### src/rtl/m3ds_tscnt_pkg.sv
// Shared constants, state encoding and index helper for the ETM timestamp counter controller.
package m3ds_tscnt_pkg;

  localparam int unsigned TS_W           = 48;
  localparam int unsigned NUM_REQ_DEF    = 4;
  localparam int unsigned PRESCALE_W_DEF = 8;

  typedef enum logic [1:0] {
    ST_OFF    = 2'b00,
    ST_RUN    = 2'b01,
    ST_FROZEN = 2'b10
  } ts_state_e;

  // (base + off) mod n, used to walk the round-robin ring
  function automatic int unsigned rr_idx(input int unsigned base,
                                         input int unsigned off,
                                         input int unsigned n);
    return (base + off) % n;
  endfunction

endpackage

### src/rtl/m3ds_tscnt_rr_arb.sv
// Combinational round-robin arbiter: one-hot grant among unmasked requests, search from ptr_i.
module m3ds_tscnt_rr_arb
  import m3ds_tscnt_pkg::*;
#(
  parameter  int unsigned NUM_REQ = NUM_REQ_DEF,
  localparam int unsigned PTR_W   = (NUM_REQ > 1) ? $clog2(NUM_REQ) : 1
) (
  input  logic [NUM_REQ-1:0] req_i,
  input  logic [NUM_REQ-1:0] mask_i,
  input  logic [PTR_W-1:0]   ptr_i,
  output logic [NUM_REQ-1:0] gnt_c_o,
  output logic [PTR_W-1:0]   ptr_nxt_c_o
);

  logic [NUM_REQ-1:0] elig_c;
  logic               found_c;
  logic [PTR_W-1:0]   idx_c;

  assign elig_c = req_i & ~mask_i;

  // first eligible requester at or after the pointer wins; pointer moves just past it
  always_comb begin
    gnt_c_o     = '0;
    ptr_nxt_c_o = ptr_i;
    found_c     = 1'b0;
    idx_c       = '0;
    for (int unsigned k = 0; k < NUM_REQ; k++) begin
      idx_c = PTR_W'(rr_idx(32'(ptr_i), k, NUM_REQ));
      if (!found_c && elig_c[idx_c]) begin
        found_c        = 1'b1;
        gnt_c_o[idx_c] = 1'b1;
        ptr_nxt_c_o    = PTR_W'(rr_idx(32'(idx_c), 32'd1, NUM_REQ));
      end
    end
  end

endmodule

### src/rtl/m3ds_tscnt_ctrl.sv
// ETM timestamp counter controller: prescaled count enable with halt gating and snapshot arbitration.
// Halt freezing is built only when M3DS_TSCNT_HALT_FREEZE_EN is defined.
module m3ds_tscnt_ctrl
  import m3ds_tscnt_pkg::*;
#(
  parameter int unsigned NUM_REQ    = NUM_REQ_DEF,
  parameter int unsigned PRESCALE_W = PRESCALE_W_DEF
) (
  input  logic                  clk,
  input  logic                  resetn,
  input  logic                  ctrl_en_i,
  input  logic                  halted_i,
  input  logic [PRESCALE_W-1:0] prescale_i,
  input  logic [TS_W-1:0]       tsvalueb_i,
  output logic                  enablecnt_o,
  input  logic [NUM_REQ-1:0]    req_i,
  output logic [NUM_REQ-1:0]    ack_o,
  output logic [TS_W-1:0]       snap_o
);

  localparam int unsigned PTR_W = (NUM_REQ > 1) ? $clog2(NUM_REQ) : 1;

  ts_state_e             state_q, state_d;
  logic [PRESCALE_W-1:0] pscnt_q, pscnt_d;
  logic                  enablecnt_q, enablecnt_d;
  logic [NUM_REQ-1:0]    ack_q, ack_d;
  logic [TS_W-1:0]       snap_q, snap_d;
  logic [PTR_W-1:0]      ptr_q, ptr_d;
  logic                  halt_c;
  logic [NUM_REQ-1:0]    gnt_c;
  logic [PTR_W-1:0]      ptr_nxt_c;

`ifdef M3DS_TSCNT_HALT_FREEZE_EN
  assign halt_c = halted_i;
`else
  logic unused_halted;
  assign unused_halted = halted_i;
  assign halt_c        = 1'b0;
`endif

  // requesters acked this cycle are masked so a late req drop cannot double-grant
  m3ds_tscnt_rr_arb #(
    .NUM_REQ (NUM_REQ)
  ) u_arb (
    .req_i       (req_i),
    .mask_i      (ack_q),
    .ptr_i       (ptr_q),
    .gnt_c_o     (gnt_c),
    .ptr_nxt_c_o (ptr_nxt_c)
  );

  always_comb begin
    state_d     = state_q;
    pscnt_d     = pscnt_q;
    enablecnt_d = 1'b0;
    ack_d       = gnt_c;
    snap_d      = snap_q;
    ptr_d       = ptr_nxt_c;

    case (state_q)
      ST_OFF: begin
        if (ctrl_en_i) state_d = halt_c ? ST_FROZEN : ST_RUN;
      end
      ST_RUN: begin
        if (!ctrl_en_i)  state_d = ST_OFF;
        else if (halt_c) state_d = ST_FROZEN;
      end
      ST_FROZEN: begin
        if (!ctrl_en_i)   state_d = ST_OFF;
        else if (!halt_c) state_d = ST_RUN;
      end
      default: state_d = ST_OFF;
    endcase

    // prescaler clears on leaving to OFF, only advances while staying in RUN
    if (state_d == ST_OFF) begin
      pscnt_d = '0;
    end else if ((state_d == ST_RUN) && (state_q == ST_RUN)) begin
      pscnt_d = (pscnt_q == prescale_i) ? '0 : pscnt_q + PRESCALE_W'(1);
    end

    enablecnt_d = (state_d == ST_RUN) && (pscnt_d == prescale_i);

    if (|gnt_c) snap_d = tsvalueb_i;
  end

  always_ff @(posedge clk or negedge resetn) begin
    if (!resetn) begin
      state_q     <= ST_OFF;
      pscnt_q     <= '0;
      enablecnt_q <= 1'b0;
      ack_q       <= '0;
      snap_q      <= '0;
      ptr_q       <= '0;
    end else begin
      state_q     <= state_d;
      pscnt_q     <= pscnt_d;
      enablecnt_q <= enablecnt_d;
      ack_q       <= ack_d;
      snap_q      <= snap_d;
      ptr_q       <= ptr_d;
    end
  end

  assign enablecnt_o = enablecnt_q;
  assign ack_o       = ack_q;
  assign snap_o      = snap_q;

endmodule

### config.mk
export PLATFORM = sky130hd
export DESIGN_NAME = m3ds_tscnt_ctrl
export DESIGN_NICKNAME = d
export VERILOG_FILES = /design/src/rtl/m3ds_tscnt_pkg.sv /design/src/rtl/m3ds_tscnt_rr_arb.sv /design/src/rtl/m3ds_tscnt_ctrl.sv
export SDC_FILE = /design/constraint.sdc
export NUM_CORES = 1
export LEC_CHECK = 0
export ABC_AREA = 1
export CAP_MARGIN = 20
export CORE_AREA = 2 2 87 89
export DETAILED_ROUTE_END_ITERATION = 8
export DIE_AREA = 0 0 89 91
export PLACE_DENSITY_LB_ADDON = 0.05
export SLEW_MARGIN = 25
export SYNTH_ARGS = -nofsm -noshare
export SYNTH_HDL_FRONTEND = slang
export SYNTH_SLANG_ARGS = --single-unit
### constraint.sdc
create_clock -name clk -period 5.25 [get_ports clk]
set_input_delay 0.525 -clock clk [delete_from_list [all_inputs] [get_ports clk]]
set_output_delay 0.525 -clock clk [all_outputs]
set_load 0.01 [all_outputs]
Word level (Yosys, flattened, before mapping)
Cells that the tools add are included. Widths: inputs -> output; s select.

Word-level logic and storage cells: 81. Bits in registers: 65. Output and inout bits: 53.

$lt $le $gt $ge: 8. Add/sub/neg operators: 7. Reductions and logical operators: 16. Eq/ne operators: 5. Bitwise gates (word level): 5. Muxes and demuxes: 34.

Operators by type and width (count): $mux 8 (3); $eq 8x8->1 (2); $mux 4 (4); $lt 2x3->1 const B (4); $mux 1 (12); $mux 2 (6); $or 4x4->4 (3); $logic_and 1x1->1 (9); $add 2x1->2 const B (4); $add 8x1->8 const B (1); $bmux 1 s2 (4); $demux 1 s2 (4); $ge 2x1->1 const B (4); $pmux 2 s3 (1); $add 2x2->2 const B (2); $and 4x4->4 (1); $eq 2x1->1 const B (2); $logic_not 2->1 (2); $not 4->4 (1); $reduce_bool 4->1 (1); $reduce_or 4->1 (1); $logic_not 1->1 (3); $eq 2x2->1 const B (1).

Longest topological paths before layout
Depth in word-level cells: 15. Mapped depth: 18. Gate-level depth less buffers: 16.

Cells and area by module
Synthesis repeated with hierarchy kept, for this count alone.

Cell total of the unflattened synthesis: 328. Area total of the unflattened synthesis: 3355.7 sq um.

Modules (own cells, without submodules): m3ds_tscnt_ctrl (seq. area each 1626.6 sq um, area an instance 2803.9 sq um, times used 1, cells an instance 245); m3ds_tscnt_rr_arb (seq. area each 0.0 sq um, area an instance 551.8 sq um, times used 1, cells an instance 83).

Worst setup path before layout
Ideal clock, no wire load.

Kind: register -> register. Start point: reg ptr_q[0]. End point: reg snap_q[0] (netlist: snap_o[0]). Slack: 2.912 ns. Buffers on the path: 2. Required time: 5.133 ns. Arrival time: 2.221 ns. Stages on the path, launching flop included: 15. Period minus slack after synthesis: 2.338 ns. Path through: dfrtp_1 -> inv_2 -> ha_1 -> inv_1 -> nand3_2 -> nand2_4 -> nand2_4 -> nor3_4 -> nand2_1 -> nand2_2 -> nor2_4 -> buf_6 -> buf_4 -> nand3_1 -> nand2_1.

Cells in the longest elaborated chain, start to end: 13. Elaborated cells between the ends (all ways): 48. Classes of those cells: 3 x add/sub; 8 x order compare; 23 x mux; 3 x bitwise; 11 x reduce/logical.

Ends and longest elaborated chain: from (decl) (line m3ds_tscnt_ctrl.sv:28) `logic [PTR_W-1:0] ptr_q, ptr_d;`; from (signal assigned) (line m3ds_tscnt_ctrl.sv:101) `ptr_q <= ptr_d;`; branches (longest 11 deep; another with $lt 2x3->1); $mux 4 * (line m3ds_tscnt_rr_arb.sv:29) `if (!found_c && elig_c[idx_c]) begin`; via ack_d[2] (line m3ds_tscnt_ctrl.sv:26) `logic [NUM_REQ-1:0] ack_q, ack_d;`; $reduce_or 4->1 * (line m3ds_tscnt_ctrl.sv:84) `if (|gnt_c) snap_d = tsvalueb_i;`; to (signal assigned) (line m3ds_tscnt_ctrl.sv:100) `snap_q <= snap_d;`; to (decl) (line m3ds_tscnt_ctrl.sv:27) `logic [TS_W-1:0] snap_q, snap_d;`.

Mark *: on every way through the listed nets, which the timed path passes. The select of a mux whose other input is x is not followed. A chain may end at the register's enable or synchronous reset.

Final worst setup path
Start point: reg ptr_q[0]. End point: reg snap_q[6] (netlist: snap_o[6]).

Same word-level chain as after synthesis.

==> metrics.md <==
| Metric | Value |
|---|---|
| Gr ovfl total | `0` |
| Dpl hpwl | `a little under 6 mm` |
| Critical Path Start | `ptr_q[0]` |
| Outcome | `finished, final reports clean` |
| Fraction of layout cells with a size suffix above 1 | `0.0794` |
| Required @ worst endpoint | `5470 ps` |
| Most common cell after layout, fill and taps aside | `nand2_1` |
| CTS tree | `built` |
| # hold bufs at CTS | `0` |
| TNS Setup | `0 ps` |
| R2r endpoint | `snap_o[6]` |
| Sequential area share after synthesis | `0.467` |
| Clock share of power | `0.100` |
| ANT cells | `0` |
| Port buffer count | `around 120` |
| Met2 Use GR | `0.365` |
| Die X | `around 89 um` |
| Gr busiest metal | `met2` |
| Mapped Nets | `approximately 500` |
| Gate Count Post-Synth | `~440` |
| Final-layout fill cell count | `655` |
| Final setup fails | `0` |
| Clk root buf | `clkbuf_8` |
| Sw Share | `0.494` |
| Clk pin slew, worst setup/hold paths | `roughly 70 ps` |
| Most frequent cells in the layout | `151 x nand2_1, 114 x clkdlybuf4s50_1, 70 x nand3_1, 65 x dfrtp_1, 42 x inv_1` |
| GRT Total Usage | `0.236` |
| CTS buffer count | `9` |
| Worst slew margin | `0.453` |
| Design Area, Final | `between 4000 and 5000 um2` |
| DR vias/cell | `4.85` |
| Period utilization | `0.640` |
| Clk buf depth | `2` |
| Setup skew after layout | `5.30 ps` |
| PwrDens | `around 740 nW/um2` |
| Iter 0 DRT Violations | `185` |
| P_int | `approximately 1.8 mW` |
| Ports | `117` |
| LEAKAGE | `2.43 nW` |
| Worst Hold Class | `in2async` |
| Startpoint types | `register` |
| Syn. warnings | `0` |
| Met3 Use GR | `0.0918` |
| Die area | `8100 um2` |
| Hold WS | `roughly 380 ps` |
| Data arrival time of the worst path | `~3600 ps` |
| Crit-path most repeated cell | `nand2_1` |
| Total number of vias | `3166` |
| DP Area | `around 4700 um2` |
| Worst Setup Slack, final | `1890 ps` |
| Final Hold Viols | `0` |
| Initial antenna violation count | `0` |
| Slew Viols, Final | `0` |
| WS Path Type | `reg2reg` |
| FF+latch count, synth | `65` |
| Tmin final | `3360 ps` |
| CTS H-tree lvls | `3` |
| Final antenna-violating net count | `0` |
| First-pass GRT wire length | `15.0 mm` |
| RR Startpoint | `ptr_q[0]` |
| Initial Util | `0.488` |
| Total Nets Final | `between 600 and 700` |
| Routed Wire Length | `~8.6 mm` |
| Pre-CTS worst setup slack | `between 1500 and 2000 ps` |
| Post-CTS Setup Bufs | `0` |
| Highest clock rate | `298 MHz` |
| Site Rows | `31` |
| Met1 GRT Util | `0.302` |
| Area growth from synthesis to layout | `38.3%` |
| Net switching power | `between 1.5 and 2 mW` |
| Critical path endpoint category | `register` |
| Cts repair resizes | `0` |
| Worst setup path endpoint | `snap_o[6]` |
| Area of the mapped netlist | `approximately 3500 um2` |
| Slew @ Worst Pin | `821 ps` |
| Sink Count | `65` |
| DRC viols | `0` |
| Max-cap check violation count | `0` |
| Drt pass-1 iters | `4` |
| CP peak stage delay | `around 570 ps` |
| Final Wtd Congestion | `0.851` |
| Vias in the first global route | `between 3000 and 4000` |
| Mean routed wirelength per cell | `13.2 um` |
| Gate power share | `0.650` |
| Crit path cell chain | `inv_2, ha_1, inv_1, nand3_2, nand2_4, inv_2, nand2_2, inv_2, nand2_1, nand2_1, nor2_2, nand2_2, nor2_4, buf_4, nand2_4, nand2_1, nand2_1` |
| Die height | `91 um` |
| Crit-path max FO | `49` |
| Clock latency on the worst-skew pair | `330 ps` |
| Synth unique cells | `32` |
| Largest net degree at the start of global routing | `66` |
| Setup slack, reg-to-reg | `1890 ps` |
| Max VDD drop | `between 0.0004 and 0.0005 V` |
| Core Area | `7140 um2` |
| Avg Cell Area, Syn | `~7.9 um2` |
| Worst reg2reg path depth | `17` |
| RSZ-0062 raised after global routing | `no` |
| Sequential share of power | `0.249` |
| CP max-delay cell | `dfrtp_1` |
==> worst max-delay path, delay by kind of cell, from the launching register on <==
family        cells  cell delay [ps]
simple gates     11             1320
buf+inv           5              930
flops             1              570
fa+ha+maj         1              360
==> power by group through the flow <==
stage               registers, mW  logic (mW)  clock network, mW
global route                0.925        2.62              0.396
CTS                         0.895        2.35              0.375
finish                      0.894        2.33              0.359
detailed placement          0.894        2.35                  0
global placement            0.888        2.29                  0
floorplan                   0.978        1.63                  0
==> sequential cells by signal, indices dropped and copies added (netlist names) <==
register,count
enablecnt_o,1
state_q,2
pscnt_q,8
ptr_q,2
ack_o,4
snap_o,48
==> synth_stat cells <==
cell type,n,share of area
a21oi_1,2,0.0029
a31oi_1,1,0.0018
and2_4,1,0.0025
buf_2,9,0.013
buf_4,2,0.0043
buf_6,5,0.016
clkbuf_1,1,0.0011
conb_1,1,0.0011
dfrtp_1,65,0.47
ha_1,9,0.032
inv_1,42,0.045
inv_2,4,0.0043
nand2_1,151,0.16
nand2_2,3,0.0054
nand2_4,4,0.013
nand3_1,70,0.10
nand3_2,8,0.023
nand3_4,1,0.0050
nand4_1,9,0.016
nor2_1,22,0.024
nor2_2,1,0.0018
nor2_4,2,0.0065
nor3_1,2,0.0029
nor3_4,1,0.0047
nor4_1,1,0.0018
o21a_1,1,0.0022
o21ai_0,6,0.0086
o21ai_1,4,0.0058
o21bai_1,2,0.0043
or2_2,1,0.0018
xnor2_1,4,0.010
xor2_1,3,0.0076
==> through the flow <==
| stage | std cells | total power [mW] | util |
|---|---|---|---|
| 2_1_floorplan | 438 | 2.61 | - |
| 3_3_place_gp | 638 | 3.18 | 0.652 |
| 3_5_place_dp | 638 | 3.25 | 0.652 |
| 4_1_cts | 653 | 3.62 | 0.674 |
| 5_1_grt | 653 | 3.94 | 0.674 |
| 6_report | 653 | 3.58 | 0.674 |
==> area by class of cell <==
type / count / area (um2) / share of cell area
Sequential cell: 65 / 1630 / 0.338
Multi-Input combinational cell: 310 / 1560 / 0.324
Timing Repair Buffer: 118 / 1170 / 0.243
Inverter: 46 / 173 / 0.0359
Clock buffer: 11 / 141 / 0.0294
Tap cell: 99 / 124 / 0.0257
Clock inverter: 4 / 20.0 / 0.00416
==> how the worst min path moves through the flow <==
stage                    start          to  slack (ps)
finish                  resetn  snap_o[33]         380
global route            resetn  snap_o[33]         440
CTS                     resetn  snap_o[33]         380
detailed placement  snap_o[43]  snap_o[43]         490
global placement    snap_o[44]  snap_o[44]         490
floorplan               resetn    ack_o[0]         230
==> layer usage <==
layer  up-vias  share of wire
li1       1604              -
met1      1457           0.44
met2        93           0.46
met3        12          0.082
met4         0          0.015
met5         -              0
==> cell families (layout without fill, tap and decap cells) <==
family | after synthesis | count (layout) | synth area share
AND/OR/NAND/NOR | 277 | 277 | 0.372
XOR/XNOR | 7 | 7 | 0.0176
flip-flops | 65 | 65 | 0.467
AO/OA/AOI/OAI | 16 | 16 | 0.0255
buffers and inverters | 63 | 179 | 0.0841
other | 1 | 1 | 0.00108
adder cells (fa/ha/maj) | 9 | 9 | 0.0324
Power figures use the tool's default switching activity.
